**src/rtl/issue_scheduler_pkg.sv**
```systemverilog
// Shared types and sizing for the issue scheduler and its entry selector.
package issue_scheduler_pkg;

    localparam int RS_DEPTH = 16;
    localparam int RS_IDX_W = 4;
    localparam int NUM_FU   = 3;

    // Functional-unit codes carried per RS entry; code 3 is reserved and never matches an FU.
    typedef enum logic [1:0] {
        FU_ALU0 = 2'd0,
        FU_ALU1 = 2'd1,
        FU_MEM  = 2'd2
    } fu_e;

endpackage

```
**src/rtl/issue_scheduler_oldest_select.sv**
```systemverilog
// Picks one candidate entry out of the RS candidate vector.
// ISSUE_AGE_ORDER_EN defined : oldest candidate relative to rob_head wins.
// ISSUE_AGE_ORDER_EN undefined: lowest-index candidate wins and rob_head is ignored.
module oldest_select
    import issue_scheduler_pkg::*;
(
    input  logic [RS_DEPTH-1:0] cand,
    input  logic [RS_IDX_W-1:0] rob_head,
    output logic                found,
    output logic [RS_IDX_W-1:0] idx
);

`ifdef ISSUE_AGE_ORDER_EN
    logic [RS_IDX_W-1:0] w_pos;

    // Walk ages from youngest to oldest so the last hit is the minimum age.
    always_comb begin
        // NOTE: every combinational output gets a default first so no path leaves it unassigned (no latch).
        found = 1'b0;
        idx   = '0;
        w_pos = '0;
        for (int k = RS_DEPTH - 1; k >= 0; k--) begin
            w_pos = rob_head + RS_IDX_W'(k);
            if (cand[w_pos]) begin
                found = 1'b1;
                idx   = w_pos;
            end
        end
    end
`else
    logic w_unused_rob_head;
    assign w_unused_rob_head = ^rob_head;

    // Walk indices from high to low so the last hit is the lowest index.
    always_comb begin
        found = 1'b0;
        idx   = '0;
        for (int k = RS_DEPTH - 1; k >= 0; k--) begin
            if (cand[k]) begin
                found = 1'b1;
                idx   = RS_IDX_W'(k);
            end
        end
    end
`endif

endmodule

```
**src/rtl/issue_scheduler.sv**
```systemverilog
// Per-cycle issue scheduler: one pick per FU (ALU0, ALU1, MEM) from the RS,
// registered issue slot per FU under valid/ready, and in-flight bookkeeping.
// Pick order is selected by the ISSUE_AGE_ORDER_EN macro (see oldest_select).
module issue_scheduler
    import issue_scheduler_pkg::*;
(
    input  logic                         clk,
    input  logic                         reset,
    input  logic [RS_DEPTH-1:0]          ent_valid,
    input  logic [RS_DEPTH-1:0]          ent_src1rdy,
    input  logic [RS_DEPTH-1:0]          ent_src2rdy,
    input  logic [2*RS_DEPTH-1:0]        ent_fu,
    input  logic [RS_IDX_W-1:0]          rob_head,
    input  logic [NUM_FU-1:0]            fu_rdy,
    input  logic                         flush,
    output logic [NUM_FU-1:0]            rdreq_valid,
    output logic [RS_IDX_W*NUM_FU-1:0]   rdreq_idx,
    output logic [NUM_FU-1:0]            iss_valid,
    output logic [RS_IDX_W*NUM_FU-1:0]   iss_idx,
    output logic [RS_DEPTH-1:0]          rs_clear
);

    logic [RS_DEPTH-1:0] r_pending;
    logic [NUM_FU-1:0]   r_iss_valid;
    logic [RS_IDX_W-1:0] r_iss_idx [NUM_FU];

    logic [RS_DEPTH-1:0] w_eligible;
    logic [RS_DEPTH-1:0] w_cand [NUM_FU];
    logic [NUM_FU-1:0]   w_found;
    logic [RS_IDX_W-1:0] w_win [NUM_FU];
    logic [NUM_FU-1:0]   w_accept;
    logic [NUM_FU-1:0]   w_load;
    logic [RS_DEPTH-1:0] w_pending_nxt;

    // Split eligible entries into per-FU candidate vectors; an entry matches only its own FU code.
    always_comb begin
        w_eligible = ent_valid & ent_src1rdy & ent_src2rdy & ~r_pending;
        for (int f = 0; f < NUM_FU; f++) begin
            w_cand[f] = '0;
            for (int i = 0; i < RS_DEPTH; i++) begin
                w_cand[f][i] = w_eligible[i] & (ent_fu[2*i +: 2] == 2'(f));
            end
        end
    end

    for (genvar f = 0; f < NUM_FU; f++) begin : g_sel
        oldest_select u_sel (
            .cand     (w_cand[f]),
            .rob_head (rob_head),
            .found    (w_found[f]),
            .idx      (w_win[f])
        );
    end

    // Handshake decode, read-port request, per-entry clears and next in-flight set.
    always_comb begin
        w_accept      = '0;
        w_load        = '0;
        rdreq_idx     = '0;
        rs_clear      = '0;
        w_pending_nxt = r_pending;
        for (int f = 0; f < NUM_FU; f++) begin
            w_accept[f] = r_iss_valid[f] & fu_rdy[f];
            w_load[f]   = w_found[f] & (~r_iss_valid[f] | w_accept[f]) & ~flush;
            if (w_load[f]) begin
                rdreq_idx[f*RS_IDX_W +: RS_IDX_W] = w_win[f];
            end
            if (w_accept[f] && !flush) begin
                rs_clear[r_iss_idx[f]] = 1'b1;
            end
            if (w_accept[f]) begin
                w_pending_nxt[r_iss_idx[f]] = 1'b0;
            end
        end
        // Sets come after clears: a squashed entry may reload while its old slot drains.
        for (int f = 0; f < NUM_FU; f++) begin
            if (w_load[f]) begin
                w_pending_nxt[w_win[f]] = 1'b1;
            end
        end
        w_pending_nxt = w_pending_nxt & ent_valid;
    end

    assign rdreq_valid = w_load;
    assign iss_valid   = r_iss_valid;

    // Pack the slot indices onto the flat output bus.
    always_comb begin
        iss_idx = '0;
        for (int f = 0; f < NUM_FU; f++) begin
            iss_idx[f*RS_IDX_W +: RS_IDX_W] = r_iss_idx[f];
        end
    end

    // Issue slots and in-flight bits; reset and flush drop everything without clearing the RS.
    always_ff @(posedge clk) begin
        // NOTE: sequential state uses non-blocking assignments so every register samples pre-edge values.
        if (reset) begin
            r_pending   <= '0;
            r_iss_valid <= '0;
            // NOTE: the slot index array is only NUM_FU entries, so it is reset to give a defined value.
            for (int f = 0; f < NUM_FU; f++) begin
                r_iss_idx[f] <= '0;
            end
        end else if (flush) begin
            r_pending   <= '0;
            r_iss_valid <= '0;
        end else begin
            r_pending <= w_pending_nxt;
            for (int f = 0; f < NUM_FU; f++) begin
                if (w_load[f]) begin
                    r_iss_valid[f] <= 1'b1;
                    r_iss_idx[f]   <= w_win[f];
                end else if (w_accept[f]) begin
                    r_iss_valid[f] <= 1'b0;
                end
            end
        end
    end

endmodule

```
**config.mk**
```make
export PLATFORM = sky130hd
export DESIGN_NAME = issue_scheduler
export DESIGN_NICKNAME = d
export VERILOG_FILES = /design/src/rtl/issue_scheduler_pkg.sv /design/src/rtl/issue_scheduler_oldest_select.sv /design/src/rtl/issue_scheduler.sv
export SDC_FILE = /design/constraint.sdc
export NUM_CORES = 1
export LEC_CHECK = 0
export CORE_ASPECT_RATIO = 1.5
export CORE_MARGIN = 2
export CORE_UTILIZATION = 35
export CTS_BUF_LIST = sky130_fd_sc_hd__clkbuf_8 sky130_fd_sc_hd__clkbuf_16
export DETAILED_ROUTE_END_ITERATION = 6
export PLACE_DENSITY_LB_ADDON = 0.15
export SYNTH_ARGS = -nofsm -noshare
export SYNTH_HDL_FRONTEND = slang
export SYNTH_SLANG_ARGS = --single-unit
```
**constraint.sdc**
```tcl
create_clock -name clk -period 3.6 [get_ports clk]
set_input_delay 0.72 -clock clk [delete_from_list [all_inputs] [get_ports clk]]
set_output_delay 0.72 -clock clk [all_outputs]
set_load 0.005 [all_outputs]
```
; After elaboration in Yosys (flattened, before gate mapping)
; Memories as Yosys holds them, arrays and structs flattened.
; Cells that the tools add are included.
[op_classes]
magnitude_cmp = 12
shifts = 0
reduce_logical = 30
n_eq_ne = 32
bitwise_logic = 83
muxes = 143
n_div = 0
add_sub_neg = 0
multipliers = 0
[ops]
columns = op, count
row1 = 2-to-1 mux 4 bit, 54
row2 = 2-to-1 mux 16 bit, 9
row3 = bitwise AND 16 bit, 7
row4 = OR 16 bit, 5
row5 = 2-to-1 mux 1 bit, 74
row6 = NOT 16 bit, 4
row7 = bitwise AND 1 bit, 57
row8 = == test 2 x 1 -> 1 bit (second input constant), 16
row9 = == test 2 bit (second input constant), 16
row10 = zero test 2 bit, 16
row11 = < comparator 4 x 5 -> 1 bit (second input constant), 6
row12 = demux 1 bit (select 4 bit), 6
row13 = >= comparator 4 x 1 -> 1 bit (second input constant), 6
row14 = logical AND 1 bit, 9
row15 = OR 1 bit, 6
row16 = nonzero test 2 bit, 3
row17 = NOT 1 bit, 4
row18 = OR reduction 2 bit, 1
row19 = zero test 1 bit, 1
[word_totals]
mem_bits_rw = 12
input_bits = 90
latch_bits = 0
reg_bits = 19
output_inout_bits = 46
mem_bits_ro = 0
word_cells = 305
n_memories = 1
[mem_list]
columns = memory, depth, width, read_ports, rd_ports_with_merged_regs, wr, line_no
row1 = r_iss_idx, 3, 4, 3, 0, 3, issue_scheduler.sv:25  ; logic [RS_IDX_W-1:0] r_iss_idx [NUM_FU];

; Longest topological paths before layout
; Gate-level depths: netlist of the first run.
[logic_depth]
word_depth = 31
mapped_depth = 11
depth_no_buf = 8

; Cells and area by module
; Synthesis of the first run repeated with hierarchy kept, for this count alone.
[hier_totals]
cells_unflattened = 444
hier_area_um2 = 3123.0
[by_module_without_submodules]
columns = module, seq_area_each_um2, area_per_inst_um2, cells_each, n_inst
row1 = issue_scheduler, 740.7, 2586.2, 345, 1
row2 = oldest_select, 0.0, 178.9, 33, 3

; Least setup slack after synthesis of the first run
; Ideal clock, no wire load.
[synth_path]
path_kind = input -> output
startpoint = in ent_src2rdy[11]
endpoint = out rdreq_idx[4]
stages = 9
path_buffers = 1
slack_ns = 0.632
arrival_time_ns = 2.248
required_ns = 2.880
path_cell_list = and4b_1 -> buf_6 -> a2111oi_0 -> a211oi_1 -> o31ai_2 -> a21o_1 -> a21oi_1 -> o21ai_0 -> nor2_1
[synth_via]
elab_chain_cells = 18
elab_cells_between_ends = 30
classes_between = mux: 25 / bitwise: 5
[synth_lines]
columns = item, line_no
row1 = from (decl), issue_scheduler.sv:11  ; input logic [RS_DEPTH-1:0] ent_src2rdy,
row2 = bitwise AND 16 bit (*) (2 in a row), issue_scheduler.sv:37  ; w_eligible = ent_valid & ent_src1rdy & ent_src2rdy & ~r_pending;
row3 = bitwise AND 1 bit (*), issue_scheduler.sv:41  ; w_cand[f][i] = w_eligible[i] & (ent_fu[2*i +: 2] == 2'(f));
row4 = 2-to-1 mux 1 bit (12 in a row), issue_scheduler_oldest_select.sv:39  ; if (cand[k]) begin
row5 = bitwise AND 1 bit (2 in a row), issue_scheduler.sv:64  ; w_load[f] = w_found[f] & (~r_iss_valid[f] | w_accept[f]) & ~flush;
row6 = 2-to-1 mux 4 bit (*), issue_scheduler.sv:65  ; if (w_load[f]) begin
row7 = to (decl), issue_scheduler.sv:17  ; output logic [RS_IDX_W*NUM_FU-1:0] rdreq_idx,
; Mark *: on every way between the ends. The rest lies on a longest branch, timed or not.

; Worst setup path in the final report of the first run
[layout_path]
startpoint = in ent_src2rdy[6]
endpoint = out rdreq_idx[4]
[layout_via]
elab_chain_cells = 13
elab_cells_between_ends = 20
classes_between = mux: 15 / bitwise: 5
[layout_lines]
columns = item, line_no
row1 = bitwise AND 16 bit (*) (2 in a row), issue_scheduler.sv:37
row2 = bitwise AND 1 bit (*), issue_scheduler.sv:41
row3 = 2-to-1 mux 1 bit (7 in a row), issue_scheduler_oldest_select.sv:39
row4 = bitwise AND 1 bit (2 in a row), issue_scheduler.sv:64
row5 = 2-to-1 mux 4 bit (*), issue_scheduler.sv:65
; Marks and branches as above.

==> impl_metrics.yaml, run 1 <==
placed_design:
  buffer_ports.inserted: 131
  finalWeightedCongestion: 0.994
  numPlacedInstances: 818
  detailedPlacementHpwl_um: 13400
synth:
  asyncSetResetFlopFracSynth_pct: 0
  synth-seq-area-share_pct: 21.8
  syn-mean-instance-area_um2: 7.67
  synth_cell_types: 78
  synth_top_cells_by_area: "sky130_fd_sc_hd__dfxtp_1, sky130_fd_sc_hd__edfxtp_1, sky130_fd_sc_hd__nor2_1, sky130_fd_sc_hd__nand2_1, sky130_fd_sc_hd__a222oi_1"
  yosys_warnings: 0
  netlist_instances: 443
  syn_nets: 533
  synth_enable_flop_cells: 12
  synthesis.area_um2: 3400
  synth_ff_type: "sky130_fd_sc_hd__dfxtp_1"
  synth_largest_type_area_fraction_pct: 11.2
  synth_area_leader_cell: "sky130_fd_sc_hd__dfxtp_1"
  synth_seq_cells: 31
finish:
  drive_gt1_share_pct: 35.6
  layout.core_utilization_pct: 68.2
  multiInputGateArea_um2: 2880
  seqCellArea_um2: 741
  area_growth_syn_to_fin_pct: 92.4
  finalNetCount: 827
  final_cell_count_no_fill: 853
  fillCellCount: 824
  antenna-diode-count: 0
route:
  route.antenna.remaining_nets: 0
  viasPerCell: 5.79
  number_of_search_and_repair_iterations_in_the_first_detailed_routing_pass: 7
  wire_length_per_cell_after_detailed_routing_um: 19.5
  detailedRoute.firstIterationViolations: 393
  drt_wl_total_um: 16700
  drc_errors: 0
  vias: 4941
cts:
  tritoncts.num_buffers: 5
  cts_num_sinks: 31
  clk-insertion-delay-late_ps: 280
  cts.htree.levels: 2
  clk_transition_reported_paths_ps: 50
  ctsRootBufferMaster: "sky130_fd_sc_hd__clkbuf_16"
  clock_path_buffers: 2
  clock_tree_from_tritoncts: "built"
sta:
  finalClockSkew_ps: 5.90
  worst_slew_pin_slew_ps: 821
  layout_min_cycle_time_ps: 3560
  whs_ps: 519
  finalMaxSlewViolations: 0
  slew_headroom_pct: 45.3
  final_min_period_over_clock_period_pct: 99.0
  unrepaired_setup_endpoints_after_global_routing: "true"
  final-setup-viol-count: 0
  max_freq_mhz: 281
  finalSetupTns_ps: 0
  finalHoldViolCount: 0
global_route:
  gr-usage-met1_pct: 31.1
  antenna_found_initial: 0
  grt_pass1_vias: 4969
  grt_util_met2_pct: 60.8
  pin_count_of_the_biggest_net_entering_global_routing: 18
  wire_length_of_the_first_global_routing_pass_um: 25600
  grtUsageMet3_pct: 3.51
  grt_usage_pct: 30.9
  sum_of_overflow_across_all_layers_after_global_routing: 0
  grt_busiest_layer: "met2"
setup_path:
  worst_r2r_startpoint: "r_pending[12]"
  crit_path_start_kind: "input port"
  worst_setup_path_end_kind: "output pin"
  ff2ff_path_depth: 13
  worst-endpoint-required_ps: 2880
  worst-path-max-fanout: 3
  worst_r2r_endpoint: "r_iss_idx[0][7]"
  setup.reg_to_reg.worst_slack_ps: 830
  crit_arrival_ps: 2840
  path_class: "in -> out"
die:
  core_area_um2: 9580
  chipWidth_um: 84.4
  floorplan.die_area_um2: 10500
  core.rowCount: 44
  die_h_um: 125
  start_util_pct: 35.5
  ios: 136
power_and_ir_drop:
  cellPowerDensity_nw_per_um2: 218
  peakVddDrop_mv: 0.212
  cellLeakagePower_nw: 2.95
hold_path:
  whs_path_depth: 2
  whs_endpoint: "r_pending[1]"
  start_point_of_the_worst_hold_path: "r_pending[1]"
  hp-class: "reg -> reg"
run_status:
  status: "finished clean"
run:
  max_cap_violations: 0
==> where the power goes <==
part	internal [mW]	leakage, nW	switching [mW]
clock	0.250	0.0762	0.157
sequential	0.384	0.283	0.0237
combinational	0.337	2.59	0.277
==> critical path, stage by stage <==
cell,delay (ps)
sky130_fd_sc_hd__clkdlybuf4s50_1,410
sky130_fd_sc_hd__and4b_1,240
sky130_fd_sc_hd__a32oi_2,240
sky130_fd_sc_hd__buf_4,160
sky130_fd_sc_hd__or3b_4,390
sky130_fd_sc_hd__nor2b_4,130
sky130_fd_sc_hd__and2_4,150
sky130_fd_sc_hd__nand2b_4,130
sky130_fd_sc_hd__buf_6,110
sky130_fd_sc_hd__nor2_1,40
sky130_fd_sc_hd__buf_2,120
==> layout make-up <==
cell class                 count  share of cell area [%]
multi-input combinational    385                    44.0
timing repair buffer         296                    39.3
sequential                    31                    11.3
tap                          115                    2.20
clock buffer                   5                    1.91
inverter                      18                    1.03
clock inverter                 3                   0.191
==> cell usage in the layout (no fill, tap or decap), drive strengths merged, types with 19 or more instances in the layout <==
master / Yosys / final
buf: 4 / 169
nor2: 71 / 71
inv: 18 / 20
clkdlybuf4s50: 0 / 92
dfxtp: 19 / 19
o21ai: 19 / 19
nor3: 22 / 22
nor3b: 19 / 19
nand2: 43 / 43
nor2b: 21 / 21
==> sequential cells by signal, summed over array words and instances (netlist names) <==
| register | flops |
|---|---|
| r_iss_idx | 12 |
| r_pending | 16 |
| iss_valid | 3 |
==> kinds of logic (layout without fill, tap and decap cells) <==
logic type,Yosys count,after routing,synth area share [%]
compound gates,122,122,28.5
buf+inv,27,322,3.61
flops,31,31,21.8
simple gates,263,263,46.1
==> metrics by stage <==
step | total power [mW] | cell area, µm² | worst slack [ps]
after floorplan | 0.603 | 3400 | 632
after global placement | 0.947 | 5850 | -581
after detailed placement | 0.957 | 5850 | -547
after CTS | 1.40 | 6360 | -44.6
after global routing | 1.49 | 6540 | -43.0
final | 1.43 | 6540 | 35.6
==> per-layer routing <==
metal / share of wire (%) / up-vias
li1: - / 2327
met4: 4.6 / 0
met1: 35 / 2331
met5: 0 / -
met2: 55 / 230
met3: 4.8 / 53
==> worst max-delay path by stage <==
stage,startpoint,endpoint,slack (ps),cells after the start
floorplan,ent_src2rdy[11],rdreq_idx[4],630,9
global placement,ent_valid[15],rdreq_idx[8],-580,10
detailed placement,ent_valid[15],rdreq_idx[8],-550,10
CTS,ent_src1rdy[15],rdreq_idx[8],-40,11
global route,ent_valid[15],rdreq_idx[4],-40,11
finish,ent_src2rdy[6],rdreq_idx[4],40,11
==> synthesized netlist by cell type, types with 7 or more instances <==
library cell / count
sky130_fd_sc_hd__inv_1: 18
sky130_fd_sc_hd__a222oi_1: 13
sky130_fd_sc_hd__a21oi_1: 13
sky130_fd_sc_hd__and4b_1: 7
sky130_fd_sc_hd__nor2_1: 71
sky130_fd_sc_hd__or3_1: 7
sky130_fd_sc_hd__a32oi_1: 8
sky130_fd_sc_hd__nand3_1: 10
sky130_fd_sc_hd__a31oi_1: 7
sky130_fd_sc_hd__nor3b_1: 16
sky130_fd_sc_hd__nand2b_1: 15
sky130_fd_sc_hd__edfxtp_1: 12
sky130_fd_sc_hd__nand2_1: 40
sky130_fd_sc_hd__nor3_1: 20
sky130_fd_sc_hd__nand4b_1: 8
sky130_fd_sc_hd__o311a_1: 8
sky130_fd_sc_hd__o21ai_0: 14
sky130_fd_sc_hd__nor2b_1: 20
sky130_fd_sc_hd__dfxtp_1: 19
sky130_fd_sc_hd__and3_1: 8
==> repair_timing <==
action	in CTS	in global routing
gates cloned	0	0
setup endpoints to repair	15	14
pin swaps	33	24
hold buffers	0	0
endpoints found under the hold margin	0	0
setup buffers	20	13
resized for setup	94	43
(Power assumes the default switching activity.)
==> inputs of run 2 (changes only) <==
--- a/config.mk
+++ b/config.mk
@@ -9,6 +9,7 @@
 export CORE_MARGIN = 2
 export CORE_UTILIZATION = 35
 export CTS_BUF_LIST = sky130_fd_sc_hd__clkbuf_8 sky130_fd_sc_hd__clkbuf_16
+export CTS_CLUSTER_SIZE = 24
 export DETAILED_ROUTE_END_ITERATION = 6
 export PLACE_DENSITY_LB_ADDON = 0.15
 export SYNTH_ARGS = -nofsm -noshare
==> results of run 2 <==
The final DEF is identical to that of run 1; final timing and power are the same.
==> inputs of run 3 (changes only) <==
--- a/config.mk
+++ b/config.mk
@@ -5,6 +5,7 @@
 export SDC_FILE = /design/constraint.sdc
 export NUM_CORES = 1
 export LEC_CHECK = 0
+export ABC_CLOCK_PERIOD_IN_PS = 3600
 export CORE_ASPECT_RATIO = 1.5
 export CORE_MARGIN = 2
 export CORE_UTILIZATION = 35
@@ -12,6 +13,7 @@
 export CTS_CLUSTER_SIZE = 24
 export DETAILED_ROUTE_END_ITERATION = 6
 export PLACE_DENSITY_LB_ADDON = 0.15
+export SKIP_LAST_GASP = 1
 export SYNTH_ARGS = -nofsm -noshare
 export SYNTH_HDL_FRONTEND = slang
 export SYNTH_SLANG_ARGS = --single-unit
==> run 3 against run 2 <==
The run now ends with design-rule violations, negative setup slack left; sequential share of layout area is essentially flat; first-iteration DRC count is 3.6% lower; non-clock buffer count did not move; combinational power hardly changed; maximum frequency is 2.1% lower; clock power decreased by 1%; via count decreased by 0.20%; highest routed layer unchanged.
==> impl_metrics.yaml, run 3 (same netlist as run 1, synthesis figures left out) <==
run_status:
  status: "finished, violations left"
  violations_in_the_final_reports: "design-rule violations, negative setup slack"
global_route:
  grt_pass1_vias: 4968
  grt_busiest_layer: "met2"
  grt_usage_pct: 30.6
  gr-usage-met1_pct: 30.9
  antenna_found_initial: 0
  pin_count_of_the_biggest_net_entering_global_routing: 18
  sum_of_overflow_across_all_layers_after_global_routing: 0
  wire_length_of_the_first_global_routing_pass_um: 25400
  grt_util_met2_pct: 60.2
  grtUsageMet3_pct: 3.51
finish:
  finalNetCount: 827
  antenna-diode-count: 0
  area_growth_syn_to_fin_pct: 93.1
  largest_register_ffs: 16
  largest-register: "r_pending"
  drive_gt1_share_pct: 35.2
  mostFrequentLayoutCell: "sky130_fd_sc_hd__buf_4"
  final_cell_count_no_fill: 853
  final_cell_mix: "sky130_fd_sc_hd__buf_4, sky130_fd_sc_hd__clkdlybuf4s50_1, sky130_fd_sc_hd__nor2_1, sky130_fd_sc_hd__nand2_1, sky130_fd_sc_hd__inv_1"
  layout.core_utilization_pct: 68.5
  fillCellCount: 823
setup_path:
  crit_path_start_kind: "input port"
  worst-path-max-fanout: 3
  critPathSlowestCell: "sky130_fd_sc_hd__clkdlybuf4s50_1"
  timing.critical_path.max_delay_family: "buffers and inverters"
  crit_path_cell_trace: "clkdlybuf4s50_1, nand4b_1, buf_4, buf_4, nor2_1, or3b_1, o221ai_2, a21oi_2, o21ai_2, nor2_1, dlygate4sd2_1"
  worst_setup_path_end_kind: "output pin"
  crit_path_largest_cell_delay_ps: 470
  timing.critical_path.buf_inv: 4
  path_class: "in -> out"
  crit_arrival_ps: 2920
  worst-endpoint-required_ps: 2880
sta:
  finalClockSkew_ps: 5.23
  worst_slew_pin_slew_ps: 815
  layout_min_cycle_time_ps: 3640
  finalHoldViolCount: 0
  finalMaxSlewViolations: 0
  unrepaired_setup_endpoints_after_global_routing: "true"
  slew_headroom_pct: 45.6
  final-setup-viol-count: 1
  fin_ws_ps: -42.1
  max_freq_mhz: 275
  final_min_period_over_clock_period_pct: 101
route:
  drt_wl_total_um: 16700
  drc_errors: 15
  number_of_search_and_repair_iterations_in_the_first_detailed_routing_pass: 7
  detailedRoute.firstIterationViolations: 379
  vias: 4931
  route.antenna.remaining_nets: 0
  wire_length_per_cell_after_detailed_routing_um: 19.5
  viasPerCell: 5.78
cts:
  clock_path_buffers: 2
  hold_buffers_post_cts: 0
  cts.htree.levels: 2
  cts_num_sinks: 31
  clk_transition_reported_paths_ps: 50
  clk-insertion-delay-late_ps: 280
  clock_tree_from_tritoncts: "built"
  ctsRootBufferMaster: "sky130_fd_sc_hd__clkbuf_16"
  tritoncts.num_buffers: 5
die:
  core_area_um2: 9580
  chipWidth_um: 84.4
  die_h_um: 125
  floorplan.die_area_um2: 10500
  ios: 136
  start_util_pct: 35.5
  core.rowCount: 44
run:
  max_cap_violations: 0
placed_design:
  finalWeightedCongestion: 0.994
  detailedPlacementHpwl_um: 13400
  numPlacedInstances: 818
  buffer_ports.inserted: 131
power_and_ir_drop:
  cellLeakagePower_nw: 2.98
  peakVddDrop_mv: 0.210
  cellPowerDensity_nw_per_um2: 217
hold_path:
  hp-class: "reg -> reg"
## run 3: power breakdown
group,switching (mW),total (mW),internal [mW]
combinational,0.276,0.614,0.337
sequential,0.0241,0.408,0.384
clock,0.152,0.402,0.249
total,0.453,1.42,0.970
## run 3: timing repair
item / 4_1_cts / 5_1_grt
pin swaps: 33 / 18
resized for setup: 88 / 45
setup endpoints to repair: 15 / 15
buffers inserted: 20 / 10
## run 3: metrics by stage
| step | worst slack (ps) | TNS [ps] | instance area [µm²] | hold WS [ps] | total power [mW] |
|---|---|---|---|---|---|
| after CTS | -133 | -222 | 6350 | 522 | 1.40 |
| after floorplan | 632 | 0 | 3400 | 448 | 0.603 |
| after detailed placement | -547 | -5830 | 5850 | 499 | 0.957 |
| final | -42.1 | -42.1 | 6560 | 519 | 1.42 |
| after global routing | -145 | -510 | 6560 | 560 | 1.49 |
| after global placement | -581 | -6040 | 5850 | 492 | 0.947 |
## run 3: worst paths after layout
| check | start | slack (ps) | cells after the start | end |
|---|---|---|---|---|
| min reg2reg | r_pending[1] | 520 | 2 | r_pending[1] |
| max reg2reg | r_pending[11] | 780 | 12 | r_iss_idx[0][7] |
| max | ent_src2rdy[5] | -40 | 11 | rdreq_idx[8] |
| min | r_pending[1] | 520 | 2 | r_pending[1] |
## run 3: routing by layer
layer,vias up,wire length (µm)
met1,2307,5740
met4,0,768
met3,50,931
li1,2336,-
met2,238,9220
met5,-,0
## run 3: area by class of cell
type | count | area [µm²] | area share, %
clock buffer | 5 | 125 | 1.91
clock inverter | 3 | 12.5 | 0.191
inverter | 18 | 67.6 | 1.03
multi-input combinational | 385 | 2890 | 44.0
sequential | 31 | 741 | 11.3
tap | 115 | 144 | 2.19
timing repair buffer | 296 | 2580 | 39.4
## run 3: worst register-to-register path, stage by stage (launching register included)
cell and delay, ps:
sky130_fd_sc_hd__dfxtp_1 370, sky130_fd_sc_hd__and4b_2 280, sky130_fd_sc_hd__buf_6 130, sky130_fd_sc_hd__nand2_4 70
sky130_fd_sc_hd__buf_6 90, sky130_fd_sc_hd__or4b_4 450, sky130_fd_sc_hd__and3b_2 300, sky130_fd_sc_hd__and3_4 190
sky130_fd_sc_hd__nand2b_4 130, sky130_fd_sc_hd__buf_6 100, sky130_fd_sc_hd__buf_4 110, sky130_fd_sc_hd__a31o_4 250
sky130_fd_sc_hd__nor3b_1 90
